<file path="src/rtl/cover_pkg.sv">
`default_nettype none
// ============================================================================
// Module   : cover_pkg
// Purpose  : Shared types for the toggle-cover collector (index type, FSM states).
// Revision : 1.0 - initial release
// ============================================================================
package cover_pkg;

    localparam int unsigned COVER_TOTAL = 8744;

    typedef logic [63:0] cover_idx_t;

    typedef enum logic {
        EMPTY = 1'b0,
        HOLD  = 1'b1
    } state_t;

endpackage
`default_nettype wire

</file>
<file path="src/rtl/cover_prio_enc.sv">
`default_nettype none
// ============================================================================
// Module   : cover_prio_enc
// Purpose  : Combinational lowest-set-bit encoder with an any-bit-set flag.
// Revision : 1.0 - initial release
// ============================================================================
module cover_prio_enc #(
    parameter int unsigned WIDTH = 65,
    parameter int unsigned IW    = (WIDTH > 1) ? $clog2(WIDTH) : 1
) (
    input  logic [WIDTH-1:0] vec_i,
    output logic [IW-1:0]    idx_o,
    output logic             any_o
);

    // Scan downwards so the lowest set bit is the last one written.
    always_comb begin
        idx_o = '0;
        any_o = 1'b0;
        for (int i = WIDTH - 1; i >= 0; i--) begin
            if (vec_i[i]) begin
                idx_o = IW'(i);
                any_o = 1'b1;
            end
        end
    end

endmodule
`default_nettype wire

</file>
<file path="src/rtl/cover_toggle_collector.sv">
`default_nettype none
// ============================================================================
// Module   : cover_toggle_collector
// Purpose  : Sticky first-hit bitmap for a toggle-cover group; streams each
//            newly covered point once as a global index over ready/valid.
// Revision : 1.0 - initial release
// ============================================================================
module cover_toggle_collector #(
    parameter int unsigned WIDTH       = 65,
    parameter int unsigned COVER_INDEX = 0,
    parameter int unsigned COVER_TOTAL = cover_pkg::COVER_TOTAL
) (
    input  logic                       gbl_clk,
    input  logic                       reset,
    input  logic [WIDTH-1:0]           valid,
    input  logic                       clr,
    output logic                       evt_valid,
    output logic [63:0]                evt_index,
    input  logic                       evt_ready,
    output logic [$clog2(WIDTH+1)-1:0] hit_count,
    output logic                       all_covered,
    input  logic [$clog2(WIDTH)-1:0]   rd_addr,
    output logic                       rd_hit
);

    import cover_pkg::*;

    localparam int unsigned CW = $clog2(WIDTH + 1);
    localparam int unsigned IW = (WIDTH > 1) ? $clog2(WIDTH) : 1;
    localparam logic [WIDTH-1:0] ONE_HOT0 = {{(WIDTH-1){1'b0}}, 1'b1};

    if (64'(COVER_INDEX) + 64'(WIDTH) > 64'(COVER_TOTAL)) begin : g_range_check
        $error("cover_toggle_collector: COVER_INDEX + WIDTH exceeds COVER_TOTAL");
    end

    logic [WIDTH-1:0] hit_q, hit_d;
    logic [WIDTH-1:0] pending_q, pending_d;
    logic [CW-1:0]    hit_count_q, hit_count_d;
    logic             rd_hit_q;
    logic             evt_valid_q;
    cover_idx_t       evt_index_q;
    state_t           state_q;

    logic [WIDTH-1:0] new_hits;
    logic [WIDTH-1:0] taken;
    logic [CW-1:0]    new_count;
    logic             load;
    logic [IW-1:0]    enc_idx;
    logic             enc_any;
    cover_idx_t       next_index;

    cover_prio_enc #(
        .WIDTH (WIDTH),
        .IW    (IW)
    ) u_prio_enc (
        .vec_i (pending_q),
        .idx_o (enc_idx),
        .any_o (enc_any)
    );

    // The output register refills whenever it is empty or its event is being accepted.
    always_comb begin
        new_hits   = valid & ~hit_q;
        load       = enc_any && ((state_q == EMPTY) || evt_ready);
        taken      = load ? (ONE_HOT0 << enc_idx) : '0;
        next_index = cover_idx_t'(COVER_INDEX) + cover_idx_t'(enc_idx);
        new_count  = '0;
        for (int i = 0; i < WIDTH; i++) begin
            new_count = new_count + CW'(new_hits[i]);
        end
        hit_d       = hit_q | valid;
        pending_d   = (pending_q & ~taken) | new_hits;
        hit_count_d = hit_count_q + new_count;
    end

    always_ff @(posedge gbl_clk) begin
        if (!reset) begin
            hit_q       <= '0;
            pending_q   <= '0;
            hit_count_q <= '0;
            rd_hit_q    <= 1'b0;
        end else begin
            rd_hit_q <= (32'(rd_addr) < WIDTH) ? hit_q[rd_addr] : 1'b0;
            if (clr) begin
                hit_q       <= '0;
                pending_q   <= '0;
                hit_count_q <= '0;
            end else begin
                hit_q       <= hit_d;
                pending_q   <= pending_d;
                hit_count_q <= hit_count_d;
            end
        end
    end

    always_ff @(posedge gbl_clk) begin
        if (!reset) begin
            state_q     <= EMPTY;
            evt_valid_q <= 1'b0;
            evt_index_q <= '0;
        end else if (clr) begin
            state_q     <= EMPTY;
            evt_valid_q <= 1'b0;
        end else begin
            case (state_q)
                EMPTY: begin
                    if (load) begin
                        evt_index_q <= next_index;
                        evt_valid_q <= 1'b1;
                        state_q     <= HOLD;
                    end
                end
                HOLD: begin
                    if (evt_ready) begin
                        if (load) begin
                            evt_index_q <= next_index;
                        end else begin
                            evt_valid_q <= 1'b0;
                            state_q     <= EMPTY;
                        end
                    end
                end
                default: begin
                    state_q     <= EMPTY;
                    evt_valid_q <= 1'b0;
                end
            endcase
        end
    end

    assign evt_valid   = evt_valid_q;
    assign evt_index   = evt_index_q;
    assign hit_count   = hit_count_q;
    assign all_covered = (hit_count_q == CW'(WIDTH));
    assign rd_hit      = rd_hit_q;

endmodule
`default_nettype wire

</file>
<file path="config.mk">
export PLATFORM = sky130hd
export DESIGN_NAME = cover_toggle_collector
export DESIGN_NICKNAME = d
export VERILOG_FILES = /design/src/rtl/cover_pkg.sv /design/src/rtl/cover_prio_enc.sv /design/src/rtl/cover_toggle_collector.sv
export SDC_FILE = /design/constraint.sdc
export NUM_CORES = 1
export LEC_CHECK = 0
export BUFFER_PORTS_ARGS = -buffer_cell sky130_fd_sc_hd__buf_2
export CORE_ASPECT_RATIO = 1.25
export CORE_MARGIN = 4
export CORE_UTILIZATION = 47
export CTS_CLUSTER_DIAMETER = 50
export DETAILED_ROUTE_END_ITERATION = 6
export PLACE_DENSITY = 0.8
export SLEW_MARGIN = 40
export SYNTH_ARGS = -nofsm -noshare
export SYNTH_HDL_FRONTEND = slang
export SYNTH_SLANG_ARGS = --single-unit
</file>
<file path="constraint.sdc">
create_clock -name gbl_clk -period 6.45 [get_ports gbl_clk]
set_input_delay 1.29 -clock gbl_clk [delete_from_list [all_inputs] [get_ports gbl_clk]]
set_output_delay 1.29 -clock gbl_clk [all_outputs]
set_load 0.01 [all_outputs]
</file>
==> impl_results.md, run 1 <==
* Status: finished, violations left
* Violated checks: DRC, setup timing
* CTS Buffer Depth at 2
* Root buffer cell: clkbuf_16
* Critical-path top delay cell: fa_1
* Cell variety after synth at 63
* Final HPWL DP at 21,100 um
* Critical Path Sink Type: register
* Layout cells sized above 1 at 23.4%
* FF+latch area at 2940 um^2
* Antenna Violating Nets Remaining at 0
* Dpl cells at 1,465
* DRT Wirelength at 27,600 um
* Fmax at 147 MHz
* Final hold violations at 0
* TritonCTS buffer count at 17
* Setup crit end: hit_count[6]$_SDFF_PP0_
* Placed cell area at 10,300 um^2
* Final nets at 1,383
* Hold Path Class: reg2reg
* CORE AREA at 19,500 um^2
* Register-to-Register Path Depth at 26
* Post-route DRC at 1
* Design area at 11,300 um^2
* Die X at 134 um
* CP bufs+invs at 9
* Number of diodes at 0
* Critical Path RT at 6.74 ns
* Starting Density at 47.7%
* Max Fanout on Critical Path at 2
* Gate count after technology mapping at 1,081
* Critical path arrival at 7.08 ns
* FF-to-FF End: hit_count[6]$_SDFF_PP0_
* First-pass DRT Iterations at 7
* Initial antenna violation count at 0
* PortBufs at 92
* Wire per inst at 18.3 um
* Synth area leaders: dfxtp_1, fa_1, nor2_1, buf_4, nand2b_1
* Vias in the first global route at 8,220
* Area leader, netlist: dfxtp_1
* RSZ-0062 raised after global routing: yes
* Mapped Avg Cell Area at 8.59 um^2
* Most frequent CP cell: fa_1
* TritonCTS clock tree: done
* Worst Skew at 0.00997 ns
* Detailed Route Iter0 Violations at 709
* Pin count of the biggest net entering global routing at 78
* Cell with the most instances after synthesis: nor2_1
* Reg-to-reg startpoint: hit_q[52]$_SDFF_PP0_
* First-pass GRT wire length at 43,100 um
* Die Y at 165 um
* Post-synth EDFFs at 0
* Synth Register Bits at 147
* Tmin final at 6.79 ns
* Post-synth top area share at 31.7%
* Clk_lat worst skew at 0.43 ns
* Worst-Margin Slew at 0.859 ns
* Mapped Area at 9290 um^2
* Fin. max-slew vios at 0
* H-tree depth at 4
* WS Path Type: in2reg
* Final WS setup at -0.339 ns
* Largest stage delay on the critical path at 0.58 ns
* Slew headroom at 42.7%
* Maximum capacitance violations at 0
* Top post-synthesis cells by count: nor2_1, dfxtp_1, inv_1, nand2b_1, buf_4
* Sequential fraction of the synthesis area at 31.7%
* Row count at 57
* # IOs at 150
* Tot GR Track Use at 25.1%
* Top delay family on crit path: adder cells
* Layout fillers at 1,617
* Gr ovfl total at 0
* Period utilization at 105%
* Clock tree sinks at 147
* Setup TNS at -1.15 ns
* Crit. path cell count at 27
* CTS clk-pin slew, worst paths at 0.06 ns
* Startpoint Class: primary input
* Area grow syn2layout at 21.3%
* Final setup fails at 5
* Routability cong. at 0.904
* Vias per cell at 5.57
* Multi-input logic area at 5940 um^2
* Post-Layout Cell Count at 1,505
* R2R setup slack at 0.19 ns
* Fin util at 57.9%
* Die ar. at 22,100 um^2
* Post-synth ARST share at 0%
* Critical path origin: valid[56]
* Vias at 8,385
* Hold_buf cts at 0
* Main synth FF type: dfxtp_1
* Ys Warns at 0
[worst min-delay path by stage]
stage | start | endpoint | slack, ns | cells past startpoint
after floorplan | hit_q[25]$_SDFF_PP0_ | hit_q[25]$_SDFF_PP0_ | 0.44 | 2
after global placement | hit_q[24]$_SDFF_PP0_ | hit_q[24]$_SDFF_PP0_ | 0.45 | 2
after detailed placement | hit_q[9]$_SDFF_PP0_ | hit_q[9]$_SDFF_PP0_ | 0.46 | 2
after CTS | hit_q[9]$_SDFF_PP0_ | hit_q[9]$_SDFF_PP0_ | 0.48 | 2
after global routing | hit_q[8]$_SDFF_PP0_ | hit_q[8]$_SDFF_PP0_ | 0.50 | 2
final | hit_q[39]$_SDFF_PP0_ | hit_q[39]$_SDFF_PP0_ | 0.48 | 2
[flip-flops by register name, summed over array words and instances (netlist names)]
| signal | count |
|---|---|
| hit_q | 65 |
| pending_q | 65 |
| evt_index | 7 |
| hit_count | 7 |
| evt_valid | 1 |
| rd_hit | 1 |
| state_q | 1 |
[placed cells by master (no fill, tap or decap), types with 5 or more instances in the layout]
| master | n |
|---|---|
| clkbuf_16 | 17 |
| nor2_1 | 192 |
| buf_6 | 13 |
| nand2b_4 | 13 |
| and2_1 | 8 |
| buf_4 | 57 |
| inv_1 | 68 |
| a21o_1 | 6 |
| mux4_2 | 17 |
| buf_2 | 80 |
| nor4_1 | 19 |
| nand4_1 | 6 |
| o21ai_0 | 53 |
| nor2b_1 | 30 |
| fa_2 | 8 |
| nor2b_4 | 12 |
| or3_1 | 5 |
| nor3_1 | 32 |
| fa_1 | 49 |
| nand2_1 | 41 |
| nand2b_1 | 50 |
| dfxtp_1 | 147 |
| ha_1 | 21 |
| a31oi_1 | 35 |
| nor2b_2 | 6 |
| a221oi_1 | 6 |
| conb_1 | 57 |
| inv_2 | 19 |
| or4_1 | 18 |
| a21oi_1 | 45 |
[worst reg2reg max path: stages, from the launching register on]
cell	delay [ns]
dfxtp_1	0.36
nand2b_4	0.15
inv_4	0.04
fa_2	0.49
fa_1	0.58
inv_2	0.06
fa_1	0.48
inv_1	0.05
fa_2	0.52
inv_2	0.05
fa_1	0.47
inv_1	0.05
fa_1	0.46
fa_1	0.50
inv_1	0.05
fa_2	0.53
inv_2	0.05
ha_4	0.16
inv_2	0.05
fa_2	0.20
nor2b_2	0.05
o21ai_1	0.15
nand2b_1	0.10
a21o_1	0.20
a21oi_2	0.13
xnor2_1	0.13
nor2_1	0.06
[layer usage]
metal,track usage [%],vias to the layer above,share of wire [%]
met2,42.3,380,48
met4,15.1,0,6.3
met5,0,-,0
met3,4.24,106,6.7
li1,-,3880,-
met1,30.1,4019,39
[timing repair]
item                                    4_1_cts  5_1_grt
endpoints found under the hold margin         0        0
gates resized for setup                      30       36
pin swaps                                    14        9
endpoints found under the setup margin        5        5
setup buffers                                 7        1
cloned                                        0        0
[through the flow]
step | hold slack (ns) | setup WS [ns]
6_report | 0.476 | -0.339
2_1_floorplan | 0.441 | -0.371
3_5_place_dp | 0.464 | -0.812
4_1_cts | 0.477 | -0.239
3_3_place_gp | 0.454 | -0.710
5_1_grt | 0.502 | -0.465
[cells by family after synthesis]
group,Yosys count,synth area share [%]
mux,19,4.34
xor+xnor,7,0.660
flops,147,31.7
buf+inv,174,9.67
other cells,1,0.0404
fa+ha+maj,80,15.4
simple gates,451,24.3
compound gates,202,13.9
[layout make-up]
cell class                      count  share of cell area (%)
Inverter                           91                    3.12
Clock inverter                     13                    1.77
Multi-Input combinational cell    816                    52.7
Sequential cell                   147                    26.1
Timing Repair Buffer              154                    9.30
Clock buffer                       19                    4.02
Tap cell                          265                    2.94
Power of run 1 is left out: the tool's default activity adds up to more than one toggle a clock period on the data nets, which glitch-free logic cannot reach.
==> run 2: changes to the inputs <==
--- a/config.mk
+++ b/config.mk
@@ -9,6 +9,7 @@
 export CORE_ASPECT_RATIO = 1.25
 export CORE_MARGIN = 4
 export CORE_UTILIZATION = 47
+export CTS_BUF_LIST = sky130_fd_sc_hd__clkbuf_16
 export CTS_CLUSTER_DIAMETER = 50
 export DETAILED_ROUTE_END_ITERATION = 6
 export PLACE_DENSITY = 0.8
==> run 2 against run 1 <==
Against the previous run:
- the flow finishes with violations (setup timing)
- die area unchanged
- utilization down 0.12 points
- cell count stayed put
- largest cell class unchanged
- clock skew about the same
- critical endpoint unchanged
- register-to-register slack barely moved
- cell area decreased by 0.20%
- global-route usage fell by 0.058 points
==> impl_results.md, run 2 (same netlist as run 1, synthesis figures left out) <==
* Status: finished, violations left
* Violated checks: setup timing
* Tmin final at 6.80 ns
* Critical path origin: valid[56]
* Die Y at 165 um
* Starting Density at 47.7%
* TritonCTS clock tree: done
* Vias in the first global route at 8,182
* CTS clk-pin slew, worst paths at 0.06 ns
* Hold Path Origin: hit_q[39]$_SDFF_PP0_
* Final hold violations at 0
* CTS Buffer Depth at 2
* Gr ovfl total at 0
* Slew headroom at 44.8%
* Post-Layout Cell Count at 1,505
* Period utilization at 105%
* Die ar. at 22,100 um^2
* CORE AREA at 19,500 um^2
* Design area at 11,200 um^2
* Critical Path Sink Type: register
* Maximum capacitance violations at 0
* Row count at 57
* Commonest cells after routing, fill and taps aside: nor2_1, dfxtp_1, buf_2, inv_1, conb_1
* Final nets at 1,383
* Vias at 8,382
* Clk_lat worst skew at 0.43 ns
* Fin. max-slew vios at 0
* Hold Path Class: reg2reg
* Wire per inst at 18.4 um
* First-pass GRT wire length at 43,000 um
* Setup crit end: hit_count[6]$_SDFF_PP0_
* Vias per cell at 5.57
* Fmax at 147 MHz
* Routability cong. at 0.904
* Register-to-Register Path Depth at 26
* Largest registers: hit_q x65, pending_q x65
* Final setup fails at 5
* Critical path arrival at 7.09 ns
* Tot GR Track Use at 25.0%
* FF-to-FF End: hit_count[6]$_SDFF_PP0_
* Critical Path RT at 6.74 ns
* R2R setup slack at 0.19 ns
* Root buffer cell: clkbuf_16
* Hold_buf cts at 0
* Area grow syn2layout at 21.1%
* Pin count of the biggest net entering global routing at 78
* Initial antenna violation count at 0
* PortBufs at 92
* Final WS setup at -0.346 ns
* Reg-to-reg startpoint: hit_q[52]$_SDFF_PP0_
* Fin util at 57.7%
* WS Path Type: in2reg
* Number of diodes at 0
* H-tree depth at 4
* Final HPWL DP at 21,100 um
* First-pass DRT Iterations at 6
* Clock tree sinks at 147
* Worst-Margin Slew at 0.818 ns
* Detailed Route Iter0 Violations at 652
* RSZ-0062 raised after global routing: yes
* Max Fanout on Critical Path at 2
* # IOs at 150
* TritonCTS buffer count at 17
* DRT Wirelength at 27,600 um
* Die X at 134 um
* Placed cell area at 10,300 um^2
* Most common cell after layout, fill and taps aside: nor2_1
* Dpl cells at 1,465
* Startpoint Class: primary input
* Worst Skew at 0.0101 ns
* Antenna Violating Nets Remaining at 0
* Post-route DRC at 0
* Layout cells sized above 1 at 23.2%
[run 2: cell count changes in the layout (fill, tap and decap cells not counted)]
cell / change
buf_2: +1
clkbuf_8: -2
buf_4: -1
clkinv_1: +2
[run 2: area by class of cell]
| cell class | count | area (um^2) |
|---|---|---|
| tap | 265 | 332 |
| multi-input combinational | 816 | 5940 |
| fill | 1621 | 8230 |
| inverter | 91 | 352 |
| timing repair buffer | 154 | 1040 |
| clock inverter | 15 | 206 |
| sequential | 147 | 2940 |
| clock buffer | 17 | 425 |
[run 2: worst min path at each step]
stage | cells after the start | to | slack, ns
after floorplan | 2 | hit_q[25]$_SDFF_PP0_ | 0.44
after global placement | 2 | hit_q[24]$_SDFF_PP0_ | 0.45
after CTS | 2 | hit_q[9]$_SDFF_PP0_ | 0.48
after detailed placement | 2 | hit_q[9]$_SDFF_PP0_ | 0.46
final | 2 | hit_q[39]$_SDFF_PP0_ | 0.48
after global routing | 2 | hit_q[8]$_SDFF_PP0_ | 0.50
[run 2: per-stage QoR]
step,hold WS [ns],setup TNS [ns],setup slack [ns]
2_1_floorplan,0.441,-0.770,-0.371
3_3_place_gp,0.454,-3.00,-0.710
3_5_place_dp,0.464,-3.27,-0.812
4_1_cts,0.477,-0.652,-0.239
5_1_grt,0.502,-1.84,-0.467
6_report,0.476,-1.18,-0.346
[run 2: layer usage]
| metal | GRT usage (%) | part of all wire, % | vias to the layer above |
|---|---|---|---|
| met5 | 0 | 0 | - |
| met1 | 30.1 | 39 | 4006 |
| met2 | 42.3 | 49 | 401 |
| met3 | 4.24 | 6.5 | 101 |
| li1 | - | - | 3874 |
| met4 | 14.5 | 5.9 | 0 |
[run 2: worst max-delay path: stages]
cell and delay, ns:
buf_2 0.12, nand2b_4 0.08, inv_4 0.04, fa_2 0.47, fa_1 0.58, inv_2 0.05
fa_1 0.48, inv_1 0.05, fa_2 0.52, inv_2 0.05, fa_1 0.47, inv_1 0.05
fa_1 0.46, fa_1 0.50, inv_1 0.05, fa_2 0.53, inv_2 0.05, ha_4 0.16
inv_2 0.05, fa_2 0.20, nor2b_2 0.05, o21ai_1 0.15, nand2b_1 0.10, a21o_1 0.20
a21oi_2 0.13, xnor2_1 0.13, nor2_1 0.06
[run 2: what timing repair did]
| item | CTS | global route |
|---|---|---|
| buffers inserted | 7 | 1 |
| pin swaps | 14 | 9 |
| cloned | 0 | 0 |
| gates resized for setup | 30 | 35 |
| endpoints found under the setup margin | 5 | 5 |
Power of run 2 is left out for the same reason.
==> run 3: changes to the inputs <==
--- a/config.mk
+++ b/config.mk
@@ -8,11 +8,12 @@
 export BUFFER_PORTS_ARGS = -buffer_cell sky130_fd_sc_hd__buf_2
 export CORE_ASPECT_RATIO = 1.25
 export CORE_MARGIN = 4
-export CORE_UTILIZATION = 47
+export CORE_UTILIZATION = 45
 export CTS_BUF_LIST = sky130_fd_sc_hd__clkbuf_16
 export CTS_CLUSTER_DIAMETER = 50
 export DETAILED_ROUTE_END_ITERATION = 6
-export PLACE_DENSITY = 0.8
+export PLACE_DENSITY = 0.77
+export REMOVE_ABC_BUFFERS = 1
 export SLEW_MARGIN = 40
 export SYNTH_ARGS = -nofsm -noshare
 export SYNTH_HDL_FRONTEND = slang
==> run 3 against run 2 <==
Against the previous run:
- the flow still finishes with violations (setup timing)
- first-iteration DRC count grew 130%
- clock skew is 0.011 ns higher
- utilization is 1.9 points higher
- global-route usage rose by 11 points
- hold slack gained 0.0040 ns
- maximum frequency down 4.9%
- clock-buffer cell count unchanged
- routed wire length rose by 44%
- critical endpoint unchanged
- largest cell class unchanged
==> impl_results.md, run 3 (same netlist as run 1, synthesis figures left out) <==
* Die ar. at 23,000 um^2
* Final hold violations at 0
* Number of diodes at 0
* Final setup fails at 7
* TritonCTS buffer count at 17
* Row count at 58
* Final nets at 1,499
* Commonest cells after routing, fill and taps aside: nor2_1, buf_4, dfxtp_1, buf_2, inv_1
* Dpl cells at 1,467
* Setup TNS at -3.32 ns
* Die X at 136 um
* Pin count of the biggest net entering global routing at 78
* Maximum capacitance violations at 0
* RSZ-0062 raised after global routing: yes
* Wire per inst at 24.5 um
* Clk_lat worst skew at 0.45 ns
* Vias in the first global route at 10,094
* Fmax at 140 MHz
* Fin. max-slew vios at 0
* # IOs at 150
* Critical Path Sink Type: register
* CP bufs+invs at 6
* Critical-path top delay cell: fa_1
* CTS Buffer Depth at 2
* Largest stage delay on the critical path at 0.63 ns
* Tot GR Track Use at 36.0%
* Period utilization at 111%
* Static Leak at 5.57 nW
* Violated checks: setup timing
* CORE AREA at 20,200 um^2
* TritonCTS clock tree: done
* Slew headroom at 43.5%
* First-pass DRT Iterations at 7
* Starting Density at 45.9%
* Detailed Route Iter0 Violations at 1,494
* Hold_buf cts at 0
* Power Density at 708 nW/um^2
* Pre-CTS WS at -1.02 ns
* Post-route DRC at 0
* Largest registers: hit_q x65, pending_q x65
* Critical path arrival at 7.45 ns
* Status: finished, violations left
* Cell breakdown of the critical path: buf_2, nor2b_2, fa_1, fa_2, fa_1, inv_2, fa_2, inv_2, fa_1, fa_1, fa_1, inv_2, fa_2, inv_2, ha_4, inv_2, fa_2, nor2b_2, o21ai_1, nand2b_1, a21o_1, a21oi_2, xnor2_1, nor2_1
* DRT Wirelength at 39,900 um
* PortBufs at 92
* Clock tree sinks at 147
* Final HPWL DP at 21,100 um
* Max Fanout on Critical Path at 2
* Worst Skew at 0.0211 ns
* Top delay family on crit path: adder cells
* Vias per cell at 6.15
* Fin util at 59.6%
* Post-Layout Cell Count at 1,626
* Critical Path RT at 6.75 ns
* Hold Path Class: reg2reg
* Antenna Violating Nets Remaining at 0
* Layout cells sized above 1 at 28.2%
* IR drop worst, VDD at 2.11 mV
* First-pass GRT wire length at 60,400 um
* Placed cell area at 10,100 um^2
* Worst-Margin Slew at 0.840 ns
* H-tree depth at 4
* Design area at 12,100 um^2
* Tmin final at 7.15 ns
* Gr ovfl total at 0
* CTS clk-pin slew, worst paths at 0.06 ns
* Most common cell after layout, fill and taps aside: nor2_1
* Routability cong. at 0.960
* Layout fillers at 1,577
* Area grow syn2layout at 30.0%
* Startpoint Class: primary input
* Final WS setup at -0.698 ns
* Root buffer cell: clkbuf_16
* Initial antenna violation count at 2
* Vias at 9,998
* Die Y at 169 um
* WS Path Type: in2reg
run 3: changes by cell type in the layout (fill, tap and decap cells not counted), moves of 5 or more:
| cell | before | now |
|---|---|---|
| buf_4 | 56 | 148 |
| buf_6 | 13 | 33 |
| inv_1 | 68 | 79 |
| inv_2 | 19 | 13 |
| nand2b_1 | 50 | 55 |
| nand2b_4 | 13 | 7 |
| nor2b_1 | 30 | 39 |
| nor2b_4 | 12 | 6 |
run 3: final timing paths:
path                                            from                 endpoint  cells after the start  slack, ns
worst max-delay path                       valid[40]  hit_count[6]$_SDFF_PP0_                     24      -0.70
worst min-delay path            hit_q[27]$_SDFF_PP0_     hit_q[27]$_SDFF_PP0_                      2       0.48
worst max register to register  hit_q[52]$_SDFF_PP0_  hit_count[6]$_SDFF_PP0_                     27      -0.15
worst min register to register  hit_q[27]$_SDFF_PP0_     hit_q[27]$_SDFF_PP0_                      2       0.48
run 3: through the flow:
step           total power [W]  hold WS, ns
2_1_floorplan          0.00429        0.441
3_5_place_dp           0.00612        0.467
5_1_grt                0.00906        0.496
6_report               0.00855        0.480
4_1_cts                0.00807        0.478
3_3_place_gp           0.00599        0.453
run 3: area by class of cell:
type	count	area (um^2)	area share [%]
sequential	147	2940	24.4
inverter	91	344	2.85
multi-input combinational	816	5880	48.7
tap	270	338	2.80
clock inverter	15	165	1.37
timing repair buffer	270	1980	16.4
clock buffer	17	425	3.52
run 3: power by group:
part / switching, W / internal [W] / total (W)
Combinational: 0.00310 / 0.00335 / 0.00645
Sequential: 0.0000656 / 0.000984 / 0.00105
Clock: 0.000438 / 0.000604 / 0.00104
run 3: worst register-to-register path, stage by stage (launching register included):
cell and delay, ns:
dfxtp_1 0.40, nand2b_4 0.18, buf_4 0.12, inv_2 0.06
fa_1 0.51, fa_1 0.60, inv_1 0.07, fa_1 0.52
inv_1 0.06, fa_1 0.48, inv_1 0.06, fa_1 0.50
inv_1 0.05, fa_1 0.58, fa_1 0.44, inv_2 0.07
fa_2 0.44, inv_2 0.08, ha_4 0.14, inv_2 0.04
fa_2 0.33, nor2b_2 0.15, o21ai_1 0.09, nand2b_1 0.09
a21o_1 0.13, a21oi_2 0.06, xnor2_1 0.15, nor2_1 0.05
run 3: layer usage:
metal  vias to the layer above  wire [um]  track usage, %
li1                       4104          -               -
met1                      4634      12700            39.3
met2                       934      17800            55.9
met3                       324       5500            15.8
met4                         2       3850            24.7
met5                         -         16               0
run 3: repair_timing:
action | 4_1_cts | 5_1_grt
resized for setup | 64 | 34
setup endpoints to repair | 6 | 10
pin swaps | 19 | 14
buffers inserted | 148 | 3
No activity file was read; power rests on OpenSTA's default activity.
